[src/rtl/serial_sub_pkg.sv]
// Shared definitions for the bit-serial subtractor.
//   state_t       : controller state encoding (IDLE, SHIFT, DONE)
//   DEFAULT_WIDTH : default operand/result width in bits
package serial_sub_pkg;

  typedef enum logic [1:0] {
    IDLE  = 2'd0,
    SHIFT = 2'd1,
    DONE  = 2'd2
  } state_t;

  localparam int DEFAULT_WIDTH = 8;

endpackage

[src/rtl/full_subtractor.sv]
// One-bit full subtractor (purely combinational).
//   a, b : minuend and subtrahend bits
//   bin  : borrow into this bit position
//   diff : a - b - bin, modulo 2
//   bout : borrow out of this bit position
module full_subtractor (
  input  logic a,
  input  logic b,
  input  logic bin,
  output logic diff,
  output logic bout
);

  assign diff = a ^ b ^ bin;
  // Borrow when b exceeds a outright, or when they are equal and a borrow
  // is already pending.
  assign bout = (~a & b) | (~(a ^ b) & bin);

endmodule

[src/rtl/serial_subtractor.sv]
// Bit-serial unsigned subtractor: diff = (a - b - bin) mod 2^WIDTH,
// bout = 1 when a < b + bin. One bit is processed per clock, LSB first.
//
// Ports:
//   clk, rst            : clock, asynchronous active-high reset
//   in_valid / in_ready : operand handshake (a, b, bin)
//   a, b, bin           : unsigned minuend, subtrahend, borrow-in
//   out_valid/out_ready : result handshake (diff, bout)
//   diff, bout          : difference and borrow-out
//   dbg_state           : current controller state, for observation only
//
// Handshake: a transfer happens on a rising edge where valid and ready are
// both 1. in_ready is 1 exactly in IDLE and out_valid is 1 exactly in DONE,
// so a result handshake and an operand accept can never share an edge.
// Both are decoded from the state register only, so no input reaches any
// output combinationally. diff/bout hold the last result until the next
// operation completes.
module serial_subtractor
  import serial_sub_pkg::*;
#(
  parameter int WIDTH = DEFAULT_WIDTH
) (
  input  logic             clk,
  input  logic             rst,
  input  logic             in_valid,
  output logic             in_ready,
  input  logic [WIDTH-1:0] a,
  input  logic [WIDTH-1:0] b,
  input  logic             bin,
  output logic             out_valid,
  input  logic             out_ready,
  output logic [WIDTH-1:0] diff,
  output logic             bout,
  output state_t           dbg_state
);

  // Smallest counter that can hold the value WIDTH.
  localparam int CNT_W = $clog2(WIDTH + 1);

  state_t           state;
  state_t           state_nx;
  logic [WIDTH-1:0] a_sh;
  logic [WIDTH-1:0] b_sh;
  logic [WIDTH-1:0] acc;
  logic [WIDTH-1:0] diff_q;
  logic             bout_q;
  logic             br;
  logic [CNT_W-1:0] cnt;
  logic             d_bit;
  logic             br_nx;
  logic             last_bit;

  full_subtractor u_fs (
    .a    (a_sh[0]),
    .b    (b_sh[0]),
    .bin  (br),
    .diff (d_bit),
    .bout (br_nx)
  );

  // The edge that processes bit WIDTH-1 is the final SHIFT edge.
  assign last_bit = (cnt == CNT_W'(WIDTH - 1));

  always_ff @(posedge clk or posedge rst) begin
    if (rst) begin
      state <= IDLE;
    end else begin
      state <= state_nx;
    end
  end

  always_comb begin
    state_nx = state;
    case (state)
      IDLE:    if (in_valid)  state_nx = SHIFT;
      SHIFT:   if (last_bit)  state_nx = DONE;
      DONE:    if (out_ready) state_nx = IDLE;
      default:                state_nx = IDLE;
    endcase
  end

  always_ff @(posedge clk or posedge rst) begin
    if (rst) begin
      a_sh   <= '0;
      b_sh   <= '0;
      acc    <= '0;
      diff_q <= '0;
      bout_q <= 1'b0;
      br     <= 1'b0;
      cnt    <= '0;
    end else begin
      case (state)
        IDLE: begin
          if (in_valid) begin
            a_sh <= a;
            b_sh <= b;
            br   <= bin;
            cnt  <= '0;
          end
        end
        SHIFT: begin
          a_sh <= a_sh >> 1;
          b_sh <= b_sh >> 1;
          // New bits enter at the MSB so after WIDTH edges bit 0 sits at
          // position 0.
          acc  <= {d_bit, acc[WIDTH-1:1]};
          br   <= br_nx;
          cnt  <= cnt + 1'b1;
          // The visible result only changes on completion, so an aborted
          // operation never exposes partial bits.
          if (last_bit) begin
            diff_q <= {d_bit, acc[WIDTH-1:1]};
            bout_q <= br_nx;
          end
        end
        default: ;
      endcase
    end
  end

  assign in_ready  = (state == IDLE);
  assign out_valid = (state == DONE);
  assign diff      = diff_q;
  assign bout      = bout_q;
  assign dbg_state = state;

endmodule

[config.mk]
export PLATFORM = sky130hd
export DESIGN_NAME = serial_subtractor
export DESIGN_NICKNAME = d
export VERILOG_FILES = /design/src/rtl/serial_sub_pkg.sv /design/src/rtl/full_subtractor.sv /design/src/rtl/serial_subtractor.sv
export SDC_FILE = /design/constraint.sdc
export NUM_CORES = 1
export LEC_CHECK = 0
export ABC_AREA = 1
export CAP_MARGIN = 20
export CORE_UTILIZATION = 30
export DETAILED_ROUTE_END_ITERATION = 10
export GPL_TIMING_DRIVEN = 0
export PLACE_DENSITY_LB_ADDON = 0.05
export SYNTH_ARGS = -nofsm -noshare
export SYNTH_HDL_FRONTEND = slang
export SYNTH_SLANG_ARGS = --single-unit
export TNS_END_PERCENT = 10
[constraint.sdc]
create_clock -name clk -period 4.05 [get_ports clk]
set_clock_uncertainty 0.2 [all_clocks]
set_input_delay 0.405 -clock clk [delete_from_list [all_inputs] [get_ports clk]]
set_output_delay 0.405 -clock clk [all_outputs]
set_load 0.02 [all_outputs]
==> flow_summary.json <==
{
  "cts_setup_buffers": 0,
  "cts_hold_buf": 0,
  "leakage_nw": 1.095,
  "busiest_layer": "met2",
  "post-route-min-period_ps": 2613,
  "drv_cap": 0,
  "synth_area_sq_um": 1712,
  "vias": 1441,
  "syn_nets": 222,
  "hp-class": "reg2reg",
  "final_net_count": 261,
  "dp_slack_ps": 1728,
  "drc": 0,
  "cts_tree": "built",
  "reg2regPathDepth": 6,
  "synth.distinct_cells": 17,
  "clock_sinks": 39,
  "synth-compound-area-share_pct": 2.047,
  "antenna_left": 0,
  "drv_slew": 0,
  "mostFrequentLayoutCells": "71 x nand2_1, 54 x nand3_1, 39 x dfrtp_1",
  "max-vdd-ir-drop_mv": 0.2219,
  "layout-drive-gt1-share_pct": 9.205,
  "critPathRequiredTime_ps": 3440,
  "final_common_cell": "nand2_1",
  "cts_buffer_depth": 2,
  "synth_top_family_by_area": "simple AND/OR/NAND/NOR gates",
  "synth_cells": 199,
  "die_w_um": 77.54,
  "overflow": 0,
  "grt.total_usage_pct": 15.16,
  "met1_usage_pct": 20.34,
  "use_met3_pct": 3.647,
  "die_y_um": 77.54,
  "fmax_mhz": 382.8,
  "hold_ws_ps": 280.1,
  "end_kind": "primary output",
  "worstPathArrival_ps": 2010,
  "grt_antenna_before_repair": 0,
  "clock_latency_ps": 290,
  "totalWireLength_um": 3949,
  "grt_pass1_wl_um": 7031,
  "cp-start-kind": "flip-flop",
  "relSlewSlack_pct": 45.07,
  "avgViaCountPerCell": 4.633,
  "worstPathMaxFanout": 10,
  "first_iter_violations": 57,
  "h-tree-depth": 2,
  "clk_pin_slew_worst_paths_ps": 70,
  "diodes": 0,
  "core_sq_um": 5507,
  "gp_congestion": 0.7322,
  "synthSimpleGateAreaFrac_pct": 34.21,
  "post-route-period-util_pct": 64.51,
  "synth_mux_area_share_pct": 0,
  "ys_ff_latch": 39,
  "place_hpwl_um": 2743,
  "dr.pass1.iters": 4,
  "die-area_sq_um": 6012,
  "tns_ps": 0,
  "rsz0062_at_grt": "no",
  "cts_resized": 0,
  "synth_xor_area_share_pct": 0,
  "tightest_slew_ps": 822.8,
  "pin_count": 34,
  "cts_made_buffers": 5,
  "grt_max_degree": 40,
  "grtUsageMet2_pct": 23.81,
  "hold_viol": 0,
  "setup_ws_ps": 1437,
  "path_class": "reg2out",
  "start_util_pct": 31.08,
  "yosysSeqAreaShare_pct": 57.02,
  "yosysWarnings": 0,
  "avgRoutedWirePerCell_um": 12.70,
  "setup_violations": 0,
  "area_growth_pct": 30.85,
  "synth.avg_cell_area_sq_um": 8.601,
  "cts-root-buf": "clkbuf_8",
  "std_cell_rows": 27,
  "port_buffers": 32,
  "status": "completed",
  "grt_pass1_vias": 1473,
  "p_per_area_nw_per_um2": 716.1,
  "synth_fa_ha_area_share_pct": 1.901,
  "hold_depth": 2
}
-- cells by family (layout without fill, tap and decap cells) --
group                    after synthesis  after routing
buffers and inverters                 18             58
flip-flops                            39             39
AO/OA/AOI/OAI                          6              6
adder cells (fa/ha/maj)                2              2
AND/OR/NAND/NOR                      134            134
-- state kept, by name, indices dropped and copies added (netlist names) --
signal and cells:
a_sh 8, b_sh 8, diff 8, acc 7, cnt 4, dbg_state 2, bout 1, br 1
-- worst max-delay path, cell delays in order (launching register included) --
cell,delay [ps]
dfrtp_1,430
nor2_1,410
buf_4,260
clkdlybuf4s50_1,620
-- layer usage --
metal  wire, um  vias to the layer above
met5          0                        -
met4         53                        0
met3        122                        7
met2       1747                       25
met1       2026                      683
li1           -                      726
-- per-stage QoR --
step,total power [mW],area [sq um],util (%),std cells
after CTS,1.628,2240,40.67,311
after floorplan,1.051,1712,-,199
after global placement,1.281,2122,38.54,303
after detailed placement,1.289,2122,38.54,303
after global routing,1.746,2240,40.67,311
final,1.604,2240,40.67,311
-- area by class of cell --
type / instances / area (sq um)
buffer: 10 / 52.55
clock buffer: 6 / 82.58
clock inverter: 2 / 35.03
fill: 585 / 3267
inverter: 8 / 30.03
multi-input combinational: 142 / 653.1
sequential: 39 / 975.9
tap: 72 / 90.09
timing repair buffer: 32 / 320.3
-- power by group --
| group | internal [mW] | switching [mW] |
|---|---|---|
| logic | 0.252 | 0.369 |
| registers | 0.546 | 0.102 |
| clock network | 0.199 | 0.135 |
-- Yosys cell counts --
| cell type | count | area, sq um |
|---|---|---|
| nor2_2 | 1 | 6.260 |
| buf_2 | 8 | 40.04 |
| ha_1 | 1 | 12.51 |
| buf_4 | 1 | 7.510 |
| fa_1 | 1 | 20.02 |
| o31ai_1 | 1 | 7.510 |
| dfrtp_1 | 39 | 975.9 |
| nand3_1 | 54 | 270.3 |
| nand2_1 | 71 | 266.5 |
| nor2_1 | 5 | 18.77 |
| nor2_4 | 1 | 11.26 |
| nand2_2 | 1 | 6.260 |
| clkbuf_2 | 1 | 5.000 |
| o21ai_0 | 4 | 20.02 |
| o21bai_1 | 1 | 7.510 |
| nand4_1 | 1 | 6.260 |
| inv_1 | 8 | 30.03 |
-- final timing paths --
kind / start / slack, ps / to
max in group asynchronous: rst / 2720 / a_sh[5]
setup / recovery: dbg_state[0] / 1440 / in_ready
min in group asynchronous: rst / 400 / diff[0]
setup reg to reg: cnt[0] / 2480 / diff[0]
hold reg to reg: diff[1] / 280 / diff[1]
hold / removal: diff[1] / 280 / diff[1]
Note: power is estimated with default switching activity, not from simulation.
